File: src/rtl/commands.sv
// Bus command encoding shared by the cache controllers and the snoopy bus.
package commands;
    typedef enum logic [1:0] {
        NONE               = 2'd0,
        BUS_READ           = 2'd1,
        BUS_READ_EXCLUSIVE = 2'd2,
        BUS_INVALIDATE     = 2'd3
    } command_t;
endpackage

File: src/rtl/snoopy_bus_controller_pkg.sv
// Controller state encoding and command helpers for the snoopy bus controller.
package snoopy_bus_controller_pkg;
    import commands::*;

    typedef enum logic [2:0] {
        IDLE     = 3'd0,
        SNOOP    = 3'd1,
        FLUSH    = 3'd2,
        MEM_READ = 3'd3,
        DONE     = 3'd4
    } state_t;

    function automatic logic needs_memory_read(command_t cmd);
        return (cmd == BUS_READ) || (cmd == BUS_READ_EXCLUSIVE);
    endfunction
endpackage

File: src/rtl/snoopy_bus_controller_round_robin_arbiter.sv
// Combinational round-robin pick: first requester at or after the pointer, wrapping.
module round_robin_arbiter #(
    parameter int NUMBER_OF_CACHES = 4,
    localparam int PW = $clog2(NUMBER_OF_CACHES)
) (
    input  logic [NUMBER_OF_CACHES-1:0] i_request,
    input  logic [PW-1:0]               i_pointer,
    output logic [NUMBER_OF_CACHES-1:0] o_winner_onehot,
    output logic [PW-1:0]               o_winner_index,
    output logic                        o_valid
);
    logic [NUMBER_OF_CACHES-1:0] w_at_or_after;

    generate
        for (genvar gi = 0; gi < NUMBER_OF_CACHES; gi++) begin : g_mask
            assign w_at_or_after[gi] = i_request[gi] && (gi >= int'(i_pointer));
        end
    endgenerate

    // Lowest requester overall is the wrap-around fallback; any requester at or
    // after the pointer overrides it.
    always_comb begin
        o_winner_index  = '0;
        o_valid         = 1'b0;
        o_winner_onehot = '0;
        for (int i = NUMBER_OF_CACHES - 1; i >= 0; i--) begin
            if (i_request[i]) begin
                o_winner_index = PW'(i);
                o_valid        = 1'b1;
            end
        end
        for (int i = NUMBER_OF_CACHES - 1; i >= 0; i--) begin
            if (w_at_or_after[i]) begin
                o_winner_index = PW'(i);
            end
        end
        o_winner_onehot[o_winner_index] = o_valid;
    end
endmodule

File: src/rtl/snoopy_bus_controller.sv
// Snoopy bus owner: arbitrates caches, broadcasts the command, gathers snoop
// responses and sequences the flush write and memory read against the RAM.
module snoopy_bus_controller
    import commands::*;
    import snoopy_bus_controller_pkg::*;
#(
    parameter int NUMBER_OF_CACHES = 4,
    parameter int ADDRESS_WIDTH    = 16,
    parameter int DATA_WIDTH       = 16
) (
    input  logic                        clock,
    input  logic                        reset,
    input  logic [NUMBER_OF_CACHES-1:0] request,
    input  command_t                    commandIn [NUMBER_OF_CACHES],
    input  logic [ADDRESS_WIDTH-1:0]    addressIn [NUMBER_OF_CACHES],
    output logic [NUMBER_OF_CACHES-1:0] grant,
    output logic                        busValid,
    output command_t                    commandOut,
    output logic [ADDRESS_WIDTH-1:0]    addressOut,
    input  logic [NUMBER_OF_CACHES-1:0] sharedOut,
    input  logic [NUMBER_OF_CACHES-1:0] ramWriteRequired,
    input  logic [DATA_WIDTH-1:0]       flushData [NUMBER_OF_CACHES],
    output logic                        sharedIn,
    output logic [DATA_WIDTH-1:0]       dataOut,
    output logic [NUMBER_OF_CACHES-1:0] done,
    output logic                        ramRead,
    output logic                        ramWrite,
    output logic [ADDRESS_WIDTH-1:0]    ramAddress,
    output logic [DATA_WIDTH-1:0]       ramWriteData,
    input  logic [DATA_WIDTH-1:0]       ramReadData,
    input  logic                        ramAck,
    output logic                        protocolError
);
    localparam int PW = $clog2(NUMBER_OF_CACHES);

    state_t                      r_state;
    logic [PW-1:0]               r_pointer;
    logic [NUMBER_OF_CACHES-1:0] r_grant;
    logic                        r_bus_valid;
    command_t                    r_command;
    logic [ADDRESS_WIDTH-1:0]    r_address;
    logic                        r_shared;
    logic [DATA_WIDTH-1:0]       r_data;
    logic [NUMBER_OF_CACHES-1:0] r_done;
    logic                        r_ram_read;
    logic                        r_ram_write;
    logic [ADDRESS_WIDTH-1:0]    r_ram_address;
    logic [DATA_WIDTH-1:0]       r_ram_write_data;
    logic                        r_protocol_error;

    logic [NUMBER_OF_CACHES-1:0] w_win_onehot;
    logic [PW-1:0]               w_win_index;
    logic                        w_win_valid;
    logic [PW-1:0]               w_next_pointer;
    logic [NUMBER_OF_CACHES-1:0] w_flush_mask;
    logic                        w_flush_found;
    logic                        w_flush_multi;
    logic [PW-1:0]               w_flush_index;
    logic                        w_shared;

    round_robin_arbiter #(
        .NUMBER_OF_CACHES(NUMBER_OF_CACHES)
    ) u_arbiter (
        .i_request      (request),
        .i_pointer      (r_pointer),
        .o_winner_onehot(w_win_onehot),
        .o_winner_index (w_win_index),
        .o_valid        (w_win_valid)
    );

    assign w_next_pointer = (w_win_index == PW'(NUMBER_OF_CACHES - 1)) ? '0 : w_win_index + PW'(1);

    // The winner's own snoop response is masked out via the held grant.
    assign w_flush_mask  = ramWriteRequired & ~r_grant;
    assign w_flush_found = |w_flush_mask;
    assign w_flush_multi = |(w_flush_mask & (w_flush_mask - NUMBER_OF_CACHES'(1)));
    assign w_shared      = |(sharedOut & ~r_grant);

    always_comb begin
        w_flush_index = '0;
        for (int i = NUMBER_OF_CACHES - 1; i >= 0; i--) begin
            if (w_flush_mask[i]) begin
                w_flush_index = PW'(i);
            end
        end
    end

    always_ff @(posedge clock) begin
        if (reset) begin
            r_state          <= IDLE;
            r_pointer        <= '0;
            r_grant          <= '0;
            r_bus_valid      <= 1'b0;
            r_command        <= NONE;
            r_address        <= '0;
            r_shared         <= 1'b0;
            r_data           <= '0;
            r_done           <= '0;
            r_ram_read       <= 1'b0;
            r_ram_write      <= 1'b0;
            r_ram_address    <= '0;
            r_ram_write_data <= '0;
            r_protocol_error <= 1'b0;
        end else begin
            unique case (r_state)
                IDLE: begin
                    if (w_win_valid) begin
                        r_grant     <= w_win_onehot;
                        r_command   <= commandIn[w_win_index];
                        r_address   <= addressIn[w_win_index];
                        r_pointer   <= w_next_pointer;
                        r_bus_valid <= 1'b1;
                        r_state     <= SNOOP;
                    end
                end
                SNOOP: begin
                    r_bus_valid <= 1'b0;
                    r_shared    <= w_shared;
                    if (w_flush_multi) begin
                        r_protocol_error <= 1'b1;
                    end
                    if (w_flush_found) begin
                        r_ram_write      <= 1'b1;
                        r_ram_address    <= r_address;
                        r_ram_write_data <= flushData[w_flush_index];
                        r_state          <= FLUSH;
                    end else if (needs_memory_read(r_command)) begin
                        r_ram_read    <= 1'b1;
                        r_ram_address <= r_address;
                        r_state       <= MEM_READ;
                    end else begin
                        r_done  <= r_grant;
                        r_state <= DONE;
                    end
                end
                FLUSH: begin
                    if (ramAck) begin
                        r_ram_write <= 1'b0;
                        if (needs_memory_read(r_command)) begin
                            r_ram_read <= 1'b1;
                            r_state    <= MEM_READ;
                        end else begin
                            r_done  <= r_grant;
                            r_state <= DONE;
                        end
                    end
                end
                MEM_READ: begin
                    if (ramAck) begin
                        r_ram_read <= 1'b0;
                        r_data     <= ramReadData;
                        r_done     <= r_grant;
                        r_state    <= DONE;
                    end
                end
                DONE: begin
                    r_done    <= '0;
                    r_grant   <= '0;
                    r_command <= NONE;
                    r_shared  <= 1'b0;
                    r_state   <= IDLE;
                end
                default: r_state <= IDLE;
            endcase
        end
    end

    assign grant         = r_grant;
    assign busValid      = r_bus_valid;
    assign commandOut    = r_command;
    assign addressOut    = r_address;
    assign sharedIn      = r_shared;
    assign dataOut       = r_data;
    assign done          = r_done;
    assign ramRead       = r_ram_read;
    assign ramWrite      = r_ram_write;
    assign ramAddress    = r_ram_address;
    assign ramWriteData  = r_ram_write_data;
    assign protocolError = r_protocol_error;
endmodule

File: config.mk
export PLATFORM = sky130hd
export DESIGN_NAME = snoopy_bus_controller
export DESIGN_NICKNAME = d
export VERILOG_FILES = /design/src/rtl/commands.sv /design/src/rtl/snoopy_bus_controller_pkg.sv /design/src/rtl/snoopy_bus_controller_round_robin_arbiter.sv /design/src/rtl/snoopy_bus_controller.sv
export SDC_FILE = /design/constraint.sdc
export NUM_CORES = 1
export LEC_CHECK = 0
export ABC_AREA = 1
export ABC_CLOCK_PERIOD_IN_PS = 2029
export CORE_MARGIN = 3
export CORE_UTILIZATION = 40
export DETAILED_ROUTE_END_ITERATION = 8
export PLACE_DENSITY = 0.81
export SLEW_MARGIN = 20
export SYNTH_ARGS = -nofsm -noshare
export SYNTH_HDL_FRONTEND = slang
export SYNTH_SLANG_ARGS = --single-unit
File: constraint.sdc
create_clock -name clock -period 2.03 [get_ports clock]
set_input_delay 0.3045 -clock clock [delete_from_list [all_inputs] [get_ports clock]]
set_output_delay 0.3045 -clock clock [all_outputs]
set_load 0.02 [all_outputs]
==> results.md <==
Drt:
- The count of TritonRoute iterations in the first routing pass is 5.
- The total DRC errors in the routed layout is 0.
- After detailed routing, the average wire length per cell comes to 13.5 µm.
- Dividing the detail-routed via count by the number of cells gives 4.74.
- The total number of vias is 5430.
- The number of nets with antenna violations after detailed routing is 0.
- The number of DRC markers in iteration 0 is 369.
- Summed over all layers, the routed wires come to 15500 µm.

Layout:
- The number of fill cells is 987.
- Of the cells placed in the final design, the portion with a size suffix greater than 1 is 7.08%.
- The final net count is between 1000 and 1500.
- Registers take ~1700 µm².
- The multi-input combinational cells in the finished layout cover a total of around 2400 µm².
- The area growth from synthesis to layout is 64.0%.
- The repair_antennas step left the layout with diodes totalling 0.
- The utilization after layout is 67.5%.

Synth:
- The share of flip-flops with an asynchronous set or reset after synthesis is 0%.
- After synthesis, the most frequently instantiated cells are 188 x sky130_fd_sc_hd__nand2_1, 110 x sky130_fd_sc_hd__nor2_1, 102 x sky130_fd_sc_hd__inv_1, 84 x sky130_fd_sc_hd__dfxtp_1, 68 x sky130_fd_sc_hd__nand3_1.
- The dominant cell type by area after synthesis is sky130_fd_sc_hd__dfxtp_1.
- The number of synthesized flops with an enable pin is 0.
- The area of the mapped netlist is 4740 µm².
- The mean instance size in the synthesized netlist is 6.30 µm².
- During synthesis, Yosys emitted a total of 0 warnings.
- The dominant synthesized flop cell is sky130_fd_sc_hd__dfxtp_1.
- The net count after synthesis is 923.
- The proportion of netlist area held by the largest area contributor is 35.5%.
- Yosys attributes the largest share of cell area to sky130_fd_sc_hd__dfxtp_1 36%, sky130_fd_sc_hd__nand2_1 15%, sky130_fd_sc_hd__nor2_1 8.7%.
- The most common cell in the synthesized netlist is sky130_fd_sc_hd__nand2_1.
- The number of storage elements in the synthesis netlist is 84.
- After synthesis, the netlist uses 33 different library cells.
- The post-synthesis cell count is 752.
- Sequential cells were found to cover 35.5% of the synthesized design area.

Power:
- The worst-case vdd ir drop is 0.619 mV.
- The power per cell area is 1270 nW/µm².
- The reported leakage power is ~3.5 nW.

Clocking:
- CTS saw 84 sinks.
- The clock slew at the register clock pins of the worst setup and hold paths is around 0.060 ns.
- The CTS tree is built.
- The tree is rooted in a sky130_fd_sc_hd__clkbuf_16.
- In this run, post-CTS hold repair placed 0 buffers.
- The clock tree synthesis step divided the H-tree into 3 levels.
- The number of setup buffers added after CTS is 0.
- Counting along the longest clock path gives a buffer depth of 2.
- The later pin in the worst-skew pair is clocked with a latency of between 0.3 and 0.4 ns.
- In this run, post-CTS repair resized a total of 0 instances.
- Buffers inserted during clock tree synthesis total 9.

Place:
- The placed wire-length estimate after detailed placement is between 10000 and 15000 µm.
- The final RePlAce weighted congestion is 0.863.
- The worst slack after detailed placement is 0.0183 ns.
- During placement, the flow inserted port buffers numbering about 250.

Flow run:
- The tool flagged a number of max-cap violations equal to 0.

STA:
- After layout, the worst setup slack is 0.240 ns.
- The slew at the pin closest to its max-slew limit is about 0.51 ns.
- Setup repair after global routing left no endpoint under its margin.
- The worst slew slack as a fraction of its limit is 65.8%.
- The clock period could shrink to ~1.8 ns.
- The final-report max-slew violation count is 0.
- The fmax is 0.559 GHz.
- The final worst clock skew is 0.00997 ns.
- The ratio of final minimum period to clock period is 88.2%.
- The post-route setup TNS is 0 ns.
- The number of endpoints with negative hold slack in the final report is 0.
- The setup-violating endpoint count in the final report is 0.

Global route:
- The number of global-route vias before repair was between 5000 and 6000.
- The total routing resource utilization after global routing is 22.8%.
- The sum of overflow across all layers after global routing is 0.
- The first global-routing pass estimated 24300 µm of wire.
- The initial antenna violation count was 0.
- Entering global routing, the biggest net connects 37 pins.

Die:
- The total area inside the core boundary comes to 11500 µm².
- around 250 I/O pins were placed.
- The area of the die is 13200 µm².
- Once the floorplan was initialized, standard cells occupied between 40 and 50% of the core.
- The die width is between 100 and 150 µm.
- The number of placement rows is 39.
- The die height is 115 µm.

Worst hold path:
- The kind of path behind the tightest hold check is flip-flop to flip-flop.

Worst setup path:
- The critical path is of the flip-flop to output pin type.
- The critical path data arrival time is 1.49 ns.
- The cell family contributing the most delay on the critical path is buffers and inverters.
- The signal on the critical path passes through clkdlybuf4s50_1.
- The kind of launch point of the worst setup path is a flip-flop.
- On the critical path, the stage with the largest delay is an instance of sky130_fd_sc_hd__clkdlybuf4s50_1.
- The critical-path maximum fanout is 5.
- The data required time of the critical path is 1.73 ns.
- The number of buffer and inverter instances along the worst setup path is 1.
- The endpoint class of the critical path is an output pin.
- For this run, the slowest stage of the critical path takes about 0.70 ns.

Outcome:
- The run finished with clean final reports.
==> worst paths after layout <==
check / endpoint / slack [ns] / start / cells after the start
min: dataOut[13] / 0.46 / dataOut[13] / 2
min reg2reg: dataOut[13] / 0.46 / dataOut[13] / 2
max reg2reg: done[2] / 0.33 / grant[2] / 9
max: grant[2] / 0.24 / grant[2] / 1
==> area by class of cell <==
type	count	share of cell area [%]
clock inverter	7	1.05
timing repair buffer	276	35.8
multi-input combinational	517	30.9
inverter	110	5.38
clock buffer	9	2.90
sequential	84	21.6
tap	143	2.30
==> cells by family after synthesis <==
kind of cell	synth area share, %
and+or+nand+nor	33.8
buffers and inverters	13.7
AOI/OAI and AO/OA	15.7
DFF	35.5
adders and majority gates	1.06
xor gates and xnor gates	0.185
==> power by group <==
| part | total (mW) | switching, mW | internal [mW] |
|---|---|---|---|
| sequential | 2.63 | 0.393 | 2.24 |
| clock | 1.66 | 0.690 | 0.970 |
| combinational | 5.61 | 3.12 | 2.49 |
==> per-layer routing <==
layer | track usage [%] | vias up | part of all wire, % | wire length (µm)
met5 | 0 | - | 0 | 0
met4 | 11.7 | 0 | 3.7 | 573
met3 | 4.26 | 36 | 8.0 | 1240
met2 | 37.8 | 220 | 46 | 7190
met1 | 28.4 | 2312 | 42 | 6520
li1 | - | 2862 | - | -
==> state kept, by name, indices dropped and copies added, names as in the netlist <==
signal / flops
sharedIn: 1
ramWrite: 1
ramAddress: 16
ramRead: 1
protocolError: 1
busValid: 1
done: 4
addressOut: 16
ramWriteData: 16
r_pointer: 2
commandOut: 2
r_state: 3
grant: 4
dataOut: 16
==> metrics by stage <==
stage | hold slack, ns | power, mW | area, µm² | std cells
after floorplan | 0.457 | 5.92 | 4740 | 752
after global placement | 0.449 | 8.19 | 7460 | 1130
after detailed placement | 0.453 | 8.27 | 7460 | 1130
after CTS | 0.462 | 9.97 | 7770 | 1146
after global routing | 0.486 | 10.7 | 7770 | 1146
final | 0.458 | 9.90 | 7770 | 1146
==> cell usage in the layout, fill, tap and decap left out, types with 2 or more instances in the layout <==
| master | netlist | final |
|---|---|---|
| sky130_fd_sc_hd__a21oi_1 | 50 | 50 |
| sky130_fd_sc_hd__buf_12 | 0 | 8 |
| sky130_fd_sc_hd__buf_4 | 5 | 23 |
| sky130_fd_sc_hd__clkbuf_16 | 0 | 9 |
| sky130_fd_sc_hd__clkdlybuf4s50_1 | 0 | 244 |
| sky130_fd_sc_hd__clkinv_4 | 0 | 2 |
| sky130_fd_sc_hd__dfxtp_1 | 84 | 84 |
| sky130_fd_sc_hd__ha_1 | 4 | 4 |
| sky130_fd_sc_hd__inv_1 | 102 | 102 |
| sky130_fd_sc_hd__inv_2 | 6 | 6 |
| sky130_fd_sc_hd__inv_6 | 1 | 4 |
| sky130_fd_sc_hd__nand2_1 | 188 | 188 |
| sky130_fd_sc_hd__nand2_2 | 6 | 6 |
| sky130_fd_sc_hd__nand3_1 | 68 | 68 |
| sky130_fd_sc_hd__nand4_1 | 4 | 4 |
| sky130_fd_sc_hd__nor2_1 | 110 | 110 |
| sky130_fd_sc_hd__o211ai_1 | 34 | 34 |
| sky130_fd_sc_hd__o21ai_0 | 35 | 35 |
| sky130_fd_sc_hd__o21ai_1 | 4 | 4 |
| sky130_fd_sc_hd__o21ai_2 | 2 | 2 |
Power figures use the tool's default switching activity.
